===== src/rtl/ysyx_24100006_mem_access_if.sv =====
// ysyx_24100006_mem_access_if: EXE_MEM input, data bus and MEM_WB output bundle of the memory-access stage
interface ysyx_24100006_mem_access_if #(
  parameter int ADDR_W = 32,
  parameter int DATA_W = 32
);
  logic              in_valid;
  logic              in_ready;
  logic [31:0]       alu_result_i;
  logic [DATA_W-1:0] wdata_gpr_i;
  logic [DATA_W-1:0] store_data_i;
  logic [1:0]        sram_read_write_i;
  logic [2:0]        Mem_Mask_i;
  logic [3:0]        Gpr_Write_Addr_i;
  logic              Gpr_Write_i;
  logic              flush_i;
  logic              mem_req_valid;
  logic              mem_req_ready;
  logic              mem_req_we;
  logic [ADDR_W-1:0] mem_req_addr;
  logic [DATA_W-1:0] mem_req_wdata;
  logic [3:0]        mem_req_wstrb;
  logic              mem_resp_valid;
  logic [DATA_W-1:0] mem_resp_rdata;
  logic              mem_resp_err;
  logic              out_valid;
  logic              out_ready;
  logic [DATA_W-1:0] wb_data_o;
  logic [3:0]        Gpr_Write_Addr_o;
  logic              Gpr_Write_o;
  logic              misalign_o;
  logic              access_fault_o;
  modport master (
    input  in_valid, alu_result_i, wdata_gpr_i, store_data_i, sram_read_write_i, Mem_Mask_i,
           Gpr_Write_Addr_i, Gpr_Write_i, flush_i, mem_req_ready, mem_resp_valid, mem_resp_rdata,
           mem_resp_err, out_ready,
    output in_ready, mem_req_valid, mem_req_we, mem_req_addr, mem_req_wdata, mem_req_wstrb,
           out_valid, wb_data_o, Gpr_Write_Addr_o, Gpr_Write_o, misalign_o, access_fault_o
  );
  modport slave (
    output in_valid, alu_result_i, wdata_gpr_i, store_data_i, sram_read_write_i, Mem_Mask_i,
           Gpr_Write_Addr_i, Gpr_Write_i, flush_i, mem_req_ready, mem_resp_valid, mem_resp_rdata,
           mem_resp_err, out_ready,
    input  in_ready, mem_req_valid, mem_req_we, mem_req_addr, mem_req_wdata, mem_req_wstrb,
           out_valid, wb_data_o, Gpr_Write_Addr_o, Gpr_Write_o, misalign_o, access_fault_o
  );
endinterface


===== src/rtl/ysyx_24100006_mem_access.sv =====
// ysyx_24100006_mem_access: MEM stage turning each EXE_MEM entry into at most one data-bus transaction
module ysyx_24100006_mem_access #(
  parameter int ADDR_W = 32,
  parameter int DATA_W = 32
) (
  input logic clk,
  input logic reset,
  ysyx_24100006_mem_access_if.master bus
);
  typedef enum logic [1:0] {IDLE, REQ, RESP} state_t;
  state_t state_q, state_d;
  logic [ADDR_W-1:0] addr_q;
  logic [DATA_W-1:0] sdata_q, wb_q, sh, ext;
  logic [2:0] mask_q;
  logic [3:0] waddr_q, waddr_o_q;
  logic [1:0] a;
  logic we_q, gw_q, drop_q, out_valid_q, gw_o_q, mis_q, fault_q;
  logic accept, mem_op, mis, direct, done, load_new;
  assign mem_op = ^bus.sram_read_write_i;
  assign mis = bus.Mem_Mask_i[1] ? |bus.alu_result_i[1:0] : bus.Mem_Mask_i[0] & bus.alu_result_i[0];
  assign bus.in_ready = state_q == IDLE && !bus.flush_i && (!out_valid_q || bus.out_ready);
  assign accept = bus.in_valid && bus.in_ready;
  assign direct = accept && (!mem_op || mis);
  assign done = state_q == RESP && bus.mem_resp_valid;
  // a transaction flushed while in flight still completes, but its result is dropped
  assign load_new = direct || (done && !drop_q && !bus.flush_i);
  assign a = addr_q[1:0];
  assign sh = bus.mem_resp_rdata >> {a, 3'b000};
  assign ext = mask_q[1] ? sh :
               mask_q[0] ? {{16{sh[15] & ~mask_q[2]}}, sh[15:0]} :
                           {{24{sh[7] & ~mask_q[2]}}, sh[7:0]};
  assign bus.mem_req_valid = state_q == REQ;
  assign bus.mem_req_we = we_q;
  assign bus.mem_req_addr = addr_q;
  assign bus.mem_req_wdata = mask_q[1] ? sdata_q : mask_q[0] ? {2{sdata_q[15:0]}} : {4{sdata_q[7:0]}};
  assign bus.mem_req_wstrb = !we_q ? 4'b0000 : mask_q[1] ? 4'b1111 : mask_q[0] ? 4'b0011 << a : 4'b0001 << a;
  assign bus.out_valid = out_valid_q;
  assign bus.wb_data_o = wb_q;
  assign bus.Gpr_Write_Addr_o = waddr_o_q;
  assign bus.Gpr_Write_o = gw_o_q;
  assign bus.misalign_o = mis_q;
  assign bus.access_fault_o = fault_q;
  always_comb begin
    state_d = state_q;
    case (state_q)
      IDLE: if (accept && mem_op && !mis) state_d = REQ;
      REQ: if (bus.mem_req_ready) state_d = RESP;
      RESP: if (bus.mem_resp_valid) state_d = IDLE;
      default: state_d = IDLE;
    endcase
  end
  always_ff @(posedge clk) begin
    if (reset) begin
      state_q <= IDLE;
      addr_q <= '0;
      sdata_q <= '0;
      mask_q <= '0;
      waddr_q <= '0;
      we_q <= 1'b0;
      gw_q <= 1'b0;
      drop_q <= 1'b0;
      out_valid_q <= 1'b0;
      wb_q <= '0;
      waddr_o_q <= '0;
      gw_o_q <= 1'b0;
      mis_q <= 1'b0;
      fault_q <= 1'b0;
    end else begin
      state_q <= state_d;
      drop_q <= state_q == IDLE ? 1'b0 : drop_q | bus.flush_i;
      if (accept) begin
        addr_q <= bus.alu_result_i[ADDR_W-1:0];
        sdata_q <= bus.store_data_i;
        mask_q <= bus.Mem_Mask_i;
        waddr_q <= bus.Gpr_Write_Addr_i;
        we_q <= bus.sram_read_write_i == 2'b10;
        gw_q <= bus.Gpr_Write_i;
      end
      if (load_new) begin
        out_valid_q <= 1'b1;
        wb_q <= direct ? (mem_op ? '0 : bus.wdata_gpr_i) : ext;
        waddr_o_q <= direct ? bus.Gpr_Write_Addr_i : waddr_q;
        gw_o_q <= direct ? bus.Gpr_Write_i & !mem_op : gw_q & !bus.mem_resp_err;
        mis_q <= direct & mem_op;
        fault_q <= !direct & bus.mem_resp_err;
      end else if (bus.flush_i || bus.out_ready) begin
        out_valid_q <= 1'b0;
      end
    end
  end
endmodule


===== src/flat_wrapper.sv =====
// flat-port wrapper written by rule: the top's interface ports become plain ports
module ysyx_24100006_mem_access_flat 
#(
  parameter int ADDR_W = 32,
  parameter int DATA_W = 32
)
  (clk, reset, bus_in_valid, bus_alu_result_i, bus_wdata_gpr_i, bus_store_data_i, bus_sram_read_write_i, bus_Mem_Mask_i, bus_Gpr_Write_Addr_i, bus_Gpr_Write_i, bus_flush_i, bus_mem_req_ready, bus_mem_resp_valid, bus_mem_resp_rdata, bus_mem_resp_err, bus_out_ready, bus_in_ready, bus_mem_req_valid, bus_mem_req_we, bus_mem_req_addr, bus_mem_req_wdata, bus_mem_req_wstrb, bus_out_valid, bus_wb_data_o, bus_Gpr_Write_Addr_o, bus_Gpr_Write_o, bus_misalign_o, bus_access_fault_o);
  ysyx_24100006_mem_access_if #(.ADDR_W(ADDR_W), .DATA_W(DATA_W)) bus_i ();
  input logic clk;
  input logic reset;
  input wire logic [$bits(bus_i.in_valid)-1:0] bus_in_valid;
  input wire logic [$bits(bus_i.alu_result_i)-1:0] bus_alu_result_i;
  input wire logic [$bits(bus_i.wdata_gpr_i)-1:0] bus_wdata_gpr_i;
  input wire logic [$bits(bus_i.store_data_i)-1:0] bus_store_data_i;
  input wire logic [$bits(bus_i.sram_read_write_i)-1:0] bus_sram_read_write_i;
  input wire logic [$bits(bus_i.Mem_Mask_i)-1:0] bus_Mem_Mask_i;
  input wire logic [$bits(bus_i.Gpr_Write_Addr_i)-1:0] bus_Gpr_Write_Addr_i;
  input wire logic [$bits(bus_i.Gpr_Write_i)-1:0] bus_Gpr_Write_i;
  input wire logic [$bits(bus_i.flush_i)-1:0] bus_flush_i;
  input wire logic [$bits(bus_i.mem_req_ready)-1:0] bus_mem_req_ready;
  input wire logic [$bits(bus_i.mem_resp_valid)-1:0] bus_mem_resp_valid;
  input wire logic [$bits(bus_i.mem_resp_rdata)-1:0] bus_mem_resp_rdata;
  input wire logic [$bits(bus_i.mem_resp_err)-1:0] bus_mem_resp_err;
  input wire logic [$bits(bus_i.out_ready)-1:0] bus_out_ready;
  output wire logic [$bits(bus_i.in_ready)-1:0] bus_in_ready;
  output wire logic [$bits(bus_i.mem_req_valid)-1:0] bus_mem_req_valid;
  output wire logic [$bits(bus_i.mem_req_we)-1:0] bus_mem_req_we;
  output wire logic [$bits(bus_i.mem_req_addr)-1:0] bus_mem_req_addr;
  output wire logic [$bits(bus_i.mem_req_wdata)-1:0] bus_mem_req_wdata;
  output wire logic [$bits(bus_i.mem_req_wstrb)-1:0] bus_mem_req_wstrb;
  output wire logic [$bits(bus_i.out_valid)-1:0] bus_out_valid;
  output wire logic [$bits(bus_i.wb_data_o)-1:0] bus_wb_data_o;
  output wire logic [$bits(bus_i.Gpr_Write_Addr_o)-1:0] bus_Gpr_Write_Addr_o;
  output wire logic [$bits(bus_i.Gpr_Write_o)-1:0] bus_Gpr_Write_o;
  output wire logic [$bits(bus_i.misalign_o)-1:0] bus_misalign_o;
  output wire logic [$bits(bus_i.access_fault_o)-1:0] bus_access_fault_o;
  assign bus_i.in_valid = bus_in_valid;
  assign bus_i.alu_result_i = bus_alu_result_i;
  assign bus_i.wdata_gpr_i = bus_wdata_gpr_i;
  assign bus_i.store_data_i = bus_store_data_i;
  assign bus_i.sram_read_write_i = bus_sram_read_write_i;
  assign bus_i.Mem_Mask_i = bus_Mem_Mask_i;
  assign bus_i.Gpr_Write_Addr_i = bus_Gpr_Write_Addr_i;
  assign bus_i.Gpr_Write_i = bus_Gpr_Write_i;
  assign bus_i.flush_i = bus_flush_i;
  assign bus_i.mem_req_ready = bus_mem_req_ready;
  assign bus_i.mem_resp_valid = bus_mem_resp_valid;
  assign bus_i.mem_resp_rdata = bus_mem_resp_rdata;
  assign bus_i.mem_resp_err = bus_mem_resp_err;
  assign bus_i.out_ready = bus_out_ready;
  assign bus_in_ready = bus_i.in_ready;
  assign bus_mem_req_valid = bus_i.mem_req_valid;
  assign bus_mem_req_we = bus_i.mem_req_we;
  assign bus_mem_req_addr = bus_i.mem_req_addr;
  assign bus_mem_req_wdata = bus_i.mem_req_wdata;
  assign bus_mem_req_wstrb = bus_i.mem_req_wstrb;
  assign bus_out_valid = bus_i.out_valid;
  assign bus_wb_data_o = bus_i.wb_data_o;
  assign bus_Gpr_Write_Addr_o = bus_i.Gpr_Write_Addr_o;
  assign bus_Gpr_Write_o = bus_i.Gpr_Write_o;
  assign bus_misalign_o = bus_i.misalign_o;
  assign bus_access_fault_o = bus_i.access_fault_o;
  ysyx_24100006_mem_access #(.ADDR_W(ADDR_W), .DATA_W(DATA_W)) u_core (.clk(clk), .reset(reset), .bus(bus_i));
endmodule

===== config.mk =====
export PLATFORM = sky130hd
export DESIGN_NAME = ysyx_24100006_mem_access_flat
export DESIGN_NICKNAME = d
export VERILOG_FILES = /design/src/rtl/ysyx_24100006_mem_access_if.sv /design/src/rtl/ysyx_24100006_mem_access.sv /design/src/flat_wrapper.sv
export SDC_FILE = /design/constraint.sdc
export NUM_CORES = 1
export LEC_CHECK = 0
export ABC_AREA = 1
export BUFFER_PORTS_ARGS = -buffer_cell sky130_fd_sc_hd__buf_2
export CAP_MARGIN = 30
export CORE_MARGIN = 2
export CORE_UTILIZATION = 44
export CTS_BUF_LIST = sky130_fd_sc_hd__clkbuf_16
export CTS_CLUSTER_SIZE = 16
export DETAILED_ROUTE_END_ITERATION = 8
export PLACE_DENSITY = 0.85
export SLEW_MARGIN = 20
export SYNTH_ARGS = -nofsm -noshare
export SYNTH_HDL_FRONTEND = slang
export SYNTH_SLANG_ARGS = --single-unit

===== constraint.sdc =====
create_clock -name clk -period 2.95 [get_ports clk]
set_input_delay 0.1475 -clock clk [delete_from_list [all_inputs] [get_ports clk]]
set_output_delay 0.1475 -clock clk [all_outputs]
set_load 0.05 [all_outputs]

# Yosys cells after proc, flatten, opt, wreduce, memory -nomap -nowiden
# Cells that the tools add are included.
# totals
register_bits	116
inputBits	146
out_inout_bits	111
word_cells	76
# classes
shifts	3
mux	18
n_eq_ne	6
bitwise	9
n_reduce_logical	26
# ops
op	count
32-bit 2-to-1 mux	6
32-bit by 5-bit >> shifter with 32-bit output	1
4-bit 2-to-1 mux	4
1-bit logical AND	9
1-bit AND	7
1-bit logical NOT	7
2-bit 2-to-1 mux	3
2-bit one-hot mux with 3 select lines	1
2-bit == test (second input constant)	2
1-bit logical OR	4
1-bit 2-to-1 mux	4
2-bit inequality test (second input constant)	2
2-bit OR reduction	2
1-bit by 2-bit << shifter with 4-bit output (first input constant)	1
2-bit by 2-bit << shifter with 4-bit output (first input constant)	1
3-bit AND reduction	1
2-bit by 1-bit == test with 1-bit output (second input constant)	1
2-bit logical NOT	1
2-bit by 1-bit inequality test with 1-bit output (second input constant)	1
2-bit nonzero test	1
2-bit XOR reduction	1
1-bit NOT	1
1-bit bitwise OR	1

# Longest topological paths before layout
# Gate-level depths: netlist of the first run.
# depth
ltp_word	8
mapped_depth	11
mapped_depth_nobuf	10

# Least setup slack after synthesis of the first run
# OpenSTA, ideal clock, no wires.
# synth_path
kind	reg2out
from	register u_core.addr_q[1], in the netlist u_core.bus.mem_req_addr[1]
to	output port bus_mem_req_wstrb[3]
path_stages_with_launch	5
setup_slack_ns	0.778
required_time_ns	2.803
arrival_time_ns	2.024
n_path_buf	2
path_cell_list	dfxtp_1 -> buf_4 -> clkbuf_1 -> o21ai_0 -> a21oi_1
# synth_via
elab_chain_cells	4
word_cells_on_any_way	5
cone_classes	2 x shift; 3 x mux
# synth_rtl
item	line_no	rtl
start, declared	ysyx_24100006_mem_access.sv:12	logic [ADDR_W-1:0] addr_q;
start signal, assigned	ysyx_24100006_mem_access.sv:72	addr_q <= bus.alu_result_i[ADDR_W-1:0];
2-bit by 2-bit << shifter with 4-bit output / 1-bit by 2-bit << shifter with 4-bit output (equally long branches)	ysyx_24100006_mem_access.sv:36	assign bus.mem_req_wstrb = !we_q ? 4'b0000 : mask_q[1] ? 4'b1111 : mask_q[0] ? 4'b0011 << a : 4'b0001 << a;
4-bit 2-to-1 mux * (3 in a row)	ysyx_24100006_mem_access.sv:36	
end, declared	flat_wrapper.sv:30	output wire logic [$bits(bus_i.mem_req_wstrb)-1:0] bus_mem_req_wstrb;
# Every way passes the cells marked *; elsewhere a longest branch is shown, timed or not.

# Worst setup path after layout of the first run
# layout_path
from	register u_core.state_q[1]
to	register u_core.wb_q[3], in the netlist u_core.bus.wb_data_o[3]
# layout_via
elab_chain_cells	6
word_cells_on_any_way	11
cone_classes	1 x eq/ne; 1 x mux; 9 x reduce/logical
# layout_rtl
item	line_no	rtl
start, declared	ysyx_24100006_mem_access.sv:11	state_t state_q, state_d;
start signal, assigned	ysyx_24100006_mem_access.sv:69	state_q <= state_d;
2-bit logical NOT	ysyx_24100006_mem_access.sv:21	assign bus.in_ready = state_q == IDLE && !bus.flush_i && (!out_valid_q || bus.out_ready);
1-bit logical AND (2 in a row)	ysyx_24100006_mem_access.sv:21	
1-bit logical AND	ysyx_24100006_mem_access.sv:22	assign accept = bus.in_valid && bus.in_ready;
1-bit logical AND	ysyx_24100006_mem_access.sv:23	assign direct = accept && (!mem_op || mis);
32-bit 2-to-1 mux / 1-bit logical OR (equally long branches)	ysyx_24100006_mem_access.sv:81, ysyx_24100006_mem_access.sv:26	
end signal, assigned	ysyx_24100006_mem_access.sv:81	wb_q <= direct ? (mem_op ? '0 : bus.wdata_gpr_i) : ext;
end, declared	ysyx_24100006_mem_access.sv:13	logic [DATA_W-1:0] sdata_q, wb_q, sh, ext;
# Parallel ways exist; a longest one is shown, timed or not.
# A chain may end at the register's enable or synchronous reset.

==> summary.md, run 1 <==
| Metric | Value |
|---|---|
| Status | complete, no violations |
| CP arrival | 2.45 ns |
| Initial antenna violation count | 3 |
| Area Overhead vs Synth | 42.7% |
| Count of final max-slew check failures | 0 |
| DRC viols | 0 |
| Io pins | 257 |
| Period utilization | 0.715 |
| LEAKAGE | 0.00404 µW |
| WP depth | 8 |
| Core area | 12500 µm² |
| Share of layout cells above drive strength 1 | 0.274 |
| Final setup viols | 0 |
| Clk root buf | clkbuf_16 |
| Crit path launch type | register |
| Starting Density | 0.449 |
| Syn avg cell area | roughly 6.8 µm² |
| Worst setup startpoint | u_core.state_q[1] |
| Max Fclk | between 400 and 500 MHz |
| Cell family with most CP delay | simple AND/OR/NAND/NOR gates |
| Number of global-route vias before repair | about 6500 |
| Final Critical Period | 2.11 ns |
| Cts bufs inserted | 17 |
| Critical R2R Capture | u_core.bus.wb_data_o[3] |
| Register area share after synthesis | 0.413 |
| Logic gate share of total power | 0.245 |
| Placed wire-length estimate | roughly 13 mm |
| Switching share of total power | 0.330 |
| Via Count | 6855 |
| GRT Residual Overflow | 0 |
| Reg2reg start | u_core.state_q[1] |
| Critical path peak fanout | 33 |
| Antenna Violating Nets Remaining | 0 |
| Worst Reg-to-Reg Cells | 8 |
| Synth warn | 0 |
| CP max stage delay | 0.35 ns |
| Chip Width | approximately 120 µm |
| Final WL | about 21 mm |
| Drt first-iter violations | 686 |
| Clock share of power | 0.414 |
| WP data required | 3.29 ns |
| Non-filler cells, final | 1290 |
| Setup bufs post-CTS | 0 |
| End of the critical path | u_core.bus.wb_data_o[3] |
| CP Buf/Inv Count | 1 |
| Seq pwr share | 0.341 |
| Max cap viols | 0 |
| Post-synthesis sequential element count | 116 |
| Clock slew seen by the registers of the worst setup and hold paths | ~0.050 ns |
| Clock Latency Late Sink | 0.42 ns |
| Die area | between 10000 and 15000 µm² |
| Fin nets | ~1300 |
| Fin. Hold Viols | 0 |
| TritonCTS clock tree | done |
| Core Rows | 41 |
| Worst path slowest cell | nor2_8 |
| Placed cells | 1199 |
| Crit. End Element | register |
| Net Sw Power | 1680 µW |
| Largest net degree at the start of global routing | 50 |
| Mapped Cells | around 830 |
| RSZ-0062 raised after global routing | false |
| Clock sink count | 116 |
| DRT Pass-1 Iters | 8 |
| Setup Total Neg Slack | 0 ns |
| Reg2Reg Setup Slack | 0.84 ns |
| GRT Resource Usage Total | 0.297 |
| Clock Path Buffers | 2 |
| Crit path kind | register to register |
| Slew Limit Headroom | 0.441 |
| Die height | 117 µm |
| Actual slew at the worst max-slew pin | roughly 0.83 ns |
| Clock Skew | 0.00800 ns |
| Internal power | 3410 µW |
| Crit-path cells | nor2_4, nand3_4, nor2_8, nand2_4, nand2_2, buf_4, o21ai_0, a21oi_1 |
| # H-tree levels | 4 |
| Cell variety after synth | 29 |
| Mapped Nets | a little under 1000 |
| Worst hold path cell count | 3 |
| First-pass GRT wire length | 31.7 mm |
| Min-Delay Path Class | primary input to register |
| Port bufs | 256 |
| Vias per cell | 5.31 |
| Worst vdd ir | 0.447 mV |
| PwrDens | 635 nW/µm² |
| Avg WL per Cell | 16.1 µm |
| RePlAce Congestion | a little under 0.9 |
| Synthesized cell area | 5620 µm² |
-- cell families after synthesis --
logic type,share of synthesized area
AO/OA/AOI/OAI,0.234
adder cells (fa/ha/maj),0.00223
buffers and inverters,0.0969
flip-flops,0.413
AND/OR/NAND/NOR,0.254
-- registers in the layout, indices dropped and copies added (netlist names), 2 cells and up --
signal and cells:
u_core.waddr_q 4, u_core.bus.wb_data_o 32, u_core.bus.Gpr_Write_Addr_o 4, u_core.bus.mem_req_addr 32
u_core.mask_q 3, u_core.sdata_q 32, u_core.state_q 2
-- per-layer routing --
layer	track usage	up-vias	wire length (µm)
li1	-	3268	-
met1	0.341	3100	8050
met2	0.488	421	9670
met3	0.111	64	2340
met4	0.148	2	661
met5	0	-	7
-- Yosys cell counts --
library cell,instances,share of area
a31oi_1,2,0.0022
dfxtp_1,116,0.41
nor2_1,124,0.083
buf_4,13,0.017
buf_6,6,0.012
nand2_2,1,0.0011
nand3b_1,1,0.0013
o211ai_1,7,0.0094
nand3_1,36,0.032
a21oi_1,83,0.074
inv_2,2,0.0013
nand2_4,2,0.0040
nand2_1,163,0.11
ha_1,1,0.0022
clkbuf_1,39,0.026
a21oi_2,1,0.0016
nor2_8,2,0.0071
inv_1,44,0.029
nor3_1,3,0.0027
o21ai_1,12,0.011
buf_2,11,0.0098
nand3_4,1,0.0031
nor2_4,2,0.0040
nor4_1,1,0.0011
nand4_1,3,0.0033
o21ai_0,145,0.13
clkbuf_2,1,0.00089
o31ai_1,5,0.0067
nor2_2,2,0.0022
-- power groups by stage --
| stage | clock network [µW] | registers [µW] | logic [µW] |
|---|---|---|---|
| 2_1_floorplan | 0 | 1980 | 620 |
| 3_3_place_gp | 0 | 1760 | 1150 |
| 3_5_place_dp | 0 | 1760 | 1160 |
| 4_1_cts | 2120 | 1730 | 1220 |
| 5_1_grt | 2200 | 1750 | 1340 |
| 6_report | 2110 | 1740 | 1250 |
-- through the flow --
step / area, µm² / setup WS (ns) / hold WS (ns) / util / power [µW]
after global placement: 6830 / 0.947 / 0.367 / 0.546 / 2910
after detailed placement: 6830 / 0.877 / 0.375 / 0.546 / 2920
after CTS: 8010 / 0.852 / 0.00131 / 0.640 / 5080
after floorplan: 5620 / 0.778 / 0.275 / - / 2600
final: 8020 / 0.842 / 0.00567 / 0.640 / 5090
after global routing: 8020 / 0.648 / 0.00671 / 0.640 / 5280
-- tightest hold or removal path, cell delays in order --
cell	delay [ns]
buf_2	0.10
nand2_1	0.06
a21oi_1	0.06
-- worst min-delay path by stage --
| stage | start | end |
|---|---|---|
| floorplan | bus_alu_result_i[0] | u_core.bus.mem_req_addr[0] |
| global placement | bus_alu_result_i[25] | u_core.bus.mem_req_addr[25] |
| detailed placement | bus_alu_result_i[25] | u_core.bus.mem_req_addr[25] |
| CTS | bus_wdata_gpr_i[3] | u_core.bus.wb_data_o[3] |
| global route | bus_wdata_gpr_i[10] | u_core.bus.wb_data_o[10] |
| finish | bus_wdata_gpr_i[3] | u_core.bus.wb_data_o[3] |
-- final cells by class --
type                    count  area [µm²]
clock buffers              17         425
flip-flops and latches    116        2320
fillers                  1100        4500
repair buffers            326        1950
inverters                  46         173
well taps                 172         215
clock inverters            14         171
diodes                      2        5.00
multi-input cells         597        2750
-- layout by cell type (no fill, tap or decap), drive strengths merged --
master,n
buf,268
nand2,166
o21ai,157
nor2,130
dfxtp,116
a21oi,84
dlygate4sd3,58
inv,49
nand3,37
clkbuf,17
o211ai,7
clkinv,6
o31ai,5
bufinv,4
nand4,3
nor3,3
diode,2
a31oi,2
nor4,1
nand3b,1
ha,1
clkinvlp,1
-- what timing repair did --
| action | in CTS | in global routing |
|---|---|---|
| hold endpoints to repair | 58 | 0 |
| gates resized for setup | 0 | 0 |
| hold buffers | 58 | 0 |
Note: power is estimated with default switching activity, not from simulation.
==> run 2, diff against run 1 <==
--- a/config.mk
+++ b/config.mk
@@ -5,7 +5,7 @@
 export SDC_FILE = /design/constraint.sdc
 export NUM_CORES = 1
 export LEC_CHECK = 0
-export ABC_AREA = 1
+export ABC_AREA = 0
 export BUFFER_PORTS_ARGS = -buffer_cell sky130_fd_sc_hd__buf_2
 export CAP_MARGIN = 30
 export CORE_MARGIN = 2
@@ -13,7 +13,7 @@
 export CTS_BUF_LIST = sky130_fd_sc_hd__clkbuf_16
 export CTS_CLUSTER_SIZE = 16
 export DETAILED_ROUTE_END_ITERATION = 8
-export PLACE_DENSITY = 0.85
+export PLACE_DENSITY = 0.84
 export SLEW_MARGIN = 20
 export SYNTH_ARGS = -nofsm -noshare
 export SYNTH_HDL_FRONTEND = slang
==> constraint.sdc (replaced) <==
create_clock -name clk -period 2.15 [get_ports clk]
set_input_delay 0.1075 -clock clk [delete_from_list [all_inputs] [get_ports clk]]
set_output_delay 0.1075 -clock clk [all_outputs]
set_load 0.05 [all_outputs]
==> summary.md, run 2 <==
| Metric | Value |
|---|---|
| Top post-synthesis cells by count | nand2_1, dfxtp_1, a21oi_1 |
| Placed wire-length estimate | 14.1 mm |
| Mapped Nets | around 850 |
| Antenna Violating Nets Remaining | 0 |
| Hold path endpoint | u_core.sdata_q[20] |
| Xor/xnor share of the synthesized area | 0.00152 |
| WP data required | 2.42 ns |
| Logic gate share of total power | 0.228 |
| Share of layout cells above drive strength 1 | 0.347 |
| GRT Resource Usage Total | 0.313 |
| Crit. End Element | register |
| Most area-hungry cell type in the Yosys netlist | dfxtp_1 |
| DRT Pass-1 Iters | 5 |
| Worst hold path cell count | 3 |
| TritonCTS clock tree | done |
| Cts bufs inserted | 17 |
| Number of global-route vias before repair | 6672 |
| First-pass GRT wire length | 35.1 mm |
| Final Critical Period | 2.03 ns |
| LEAKAGE | 0.00373 µW |
| Pre-CTS setup slack | 0.152 ns |
| Max cap viols | 0 |
| Port bufs | 256 |
| Worst Reg-to-Reg Cells | 5 |
| Most frequent cell after synthesis | nand2_1 |
| GRT Residual Overflow | 0 |
| Synth top area share | 0.404 |
| Drt first-iter violations | 958 |
| Seq pwr share | 0.360 |
| Count of final max-slew check failures | 0 |
| Largest net degree at the start of global routing | 63 |
| Clock Latency Late Sink | 0.40 ns |
| Avg WL per Cell | around 18 µm |
| Chip Width | 118 µm |
| Cell variety after synth | 51 |
| Min-Delay Path Class | primary input to register |
| CP arrival | approximately 2.3 ns |
| Clock share of power | 0.412 |
| Top cells by area, synth | dfxtp_1, nand2_1, a21oi_1 |
| Largest family of logic cells by synthesized area | compound AO/OA/AOI/OAI gates |
| Fin nets | 1176 |
| Net Sw Power | between 2000 and 2500 µW |
| Post-synth EDFFs | 0 |
| Synth warn | 0 |
| Area share of fa/ha/maj cells after synthesis | 0.00218 |
| Die height | 118 µm |
| Crit path kind | register to register |
| Synth Area in Compound Gates | 0.249 |
| Post-synthesis sequential element count | 116 |
| RePlAce Congestion | 0.931 |
| Diode count | 0 |
| Core area | around 13000 µm² |
| Clock sink count | about 120 |
| Clock slew seen by the registers of the worst setup and hold paths | about 0.050 ns |
| Reg2Reg Setup Slack | 0.12 ns |
| Most frequent cells in the layout | buf_2, nand2_1, dfxtp_1, dlygate4sd3_1, a21oi_1 |
| Internal power | roughly 4500 µW |
| Switching share of total power | 0.314 |
| Ys flop type | dfxtp_1 |
| Ys async rst share | 0 |
| Fin. Hold Viols | 0 |
| Actual slew at the worst max-slew pin | roughly 0.48 ns |
| # H-tree levels | 4 |
| DRC viols | 0 |
| Status | complete, no violations |
| Synth Area in Simple Gates | 0.193 |
| Core Rows | between 40 and 50 |
| Proportion of synthesized area in mux cells | 0.0838 |
| Area Overhead vs Synth | 51.4% |
| Setup Total Neg Slack | 0 ns |
| Reg2reg start | u_core.state_q[1] |
| PwrDens | about 750 nW/µm² |
| Period utilization | 0.942 |
| Register area share after synthesis | 0.404 |
| Die area | 14000 µm² |
| Synthesized cell area | about 5700 µm² |
| RSZ-0062 raised after global routing | false |
| Max Fclk | 494 MHz |
| Syn avg cell area | 8.13 µm² |
| Post-route worst setup slack | 0.125 ns |
| Total power | 6550 µW |
| Critical path peak fanout | 17 |
| Min-delay src | bus_store_data_i[20] |
| Slew Limit Headroom | 0.676 |
| Crit path launch type | register |
| Critical R2R Capture | u_core.bus.wb_data_o[14] |
| Clk root buf | clkbuf_16 |
| Mapped Cells | 707 |
| Setup bufs post-CTS | 0 |
| Via Count | roughly 7000 |
| Initial antenna violation count | 0 |
| Worst vdd ir | 0.477 mV |
| Clock Path Buffers | 2 |
| Final setup viols | 0 |
| Starting Density | 0.454 |
| Final WL | between 20 and 25 mm |
| Commonest non-fill, non-tap cell in the layout | buf_2 |
| Io pins | 257 |
| Clock Skew | between 0.009 and 0.01 ns |
| Vias per cell | 5.75 |
==> run 2: critical path, stage by stage (launching register included) <==
cell and delay (ns):
dfxtp_1 0.36, or4b_4 0.60, or2_4 0.34, buf_12 0.19, o21ai_4 0.25, a311oi_1 0.13
==> run 2: power groups by stage <==
stage	Clock (µW)	Sequential, µW	Combinational (µW)
final	2700	2360	1490
after global routing	2840	2370	1570
after CTS	2740	2350	1450
after detailed placement	0	2390	1320
after global placement	0	2390	1310
after floorplan	0	2640	639
==> run 2: kinds of logic (layout without fill, tap and decap cells) <==
| logic type | after synthesis | count (layout) |
|---|---|---|
| and+or+nand+nor | 255 | 255 |
| AOI/OAI and AO/OA | 212 | 212 |
| DFF | 116 | 116 |
| buffers and inverters | 78 | 413 |
| muxes | 44 | 44 |
| adders and majority gates | 1 | 1 |
| xor gates and xnor gates | 1 | 1 |
==> run 2: routing by layer <==
| layer | routed length, µm | global-route usage | vias up | part of all wire |
|---|---|---|---|---|
| met1 | 8160 | 0.367 | 3207 | 0.36 |
| met2 | 11000 | 0.546 | 534 | 0.49 |
| li1 | - | - | 3152 | - |
| met5 | 0 | 0 | - | 0 |
| met3 | 2280 | 0.0690 | 83 | 0.10 |
| met4 | 947 | 0.139 | 0 | 0.042 |
==> run 2: how the worst max path moves through the flow <==
stage / slack (ns) / start / cells past startpoint / endpoint
finish: 0.12 / u_core.state_q[1] / 5 / u_core.bus.wb_data_o[14]
global route: 0.02 / u_core.bus.mem_req_addr[0] / 5 / bus_mem_req_wstrb[3]
CTS: 0.03 / u_core.bus.mem_req_addr[0] / 5 / bus_mem_req_wstrb[3]
detailed placement: 0.15 / u_core.state_q[0] / 5 / u_core.bus.wb_data_o[24]
global placement: 0.18 / u_core.state_q[0] / 5 / u_core.bus.wb_data_o[29]
floorplan: 0.009 / u_core.bus.mem_req_addr[0] / 6 / bus_mem_req_wstrb[2]
==> run 2: repair_timing <==
action,in CTS,in global routing
hold endpoints to repair,91,0
resized for setup,0,5
hold buffers,90,0
setup endpoints to repair,0,6
==> run 2: final cells by class <==
type,count,area (µm²)
clock buffer,17,425
clock inverter,15,140
fill,949,3970
inverter,5,18.8
multi-input combinational,513,3070
sequential,116,2320
tap,172,215
timing repair buffer,376,2510
==> run 2: stage by stage <==
| step | instances | instance area [µm²] | utilization | hold slack (ns) |
|---|---|---|---|---|
| floorplan | 707 | 5760 | - | 0.243 |
| global placement | 1092 | 7220 | 0.570 | 0.348 |
| detailed placement | 1092 | 7220 | 0.570 | 0.352 |
| CTS | 1214 | 8690 | 0.686 | 0.0118 |
| global route | 1214 | 8700 | 0.687 | 0.0111 |
| finish | 1214 | 8700 | 0.687 | 0.0389 |
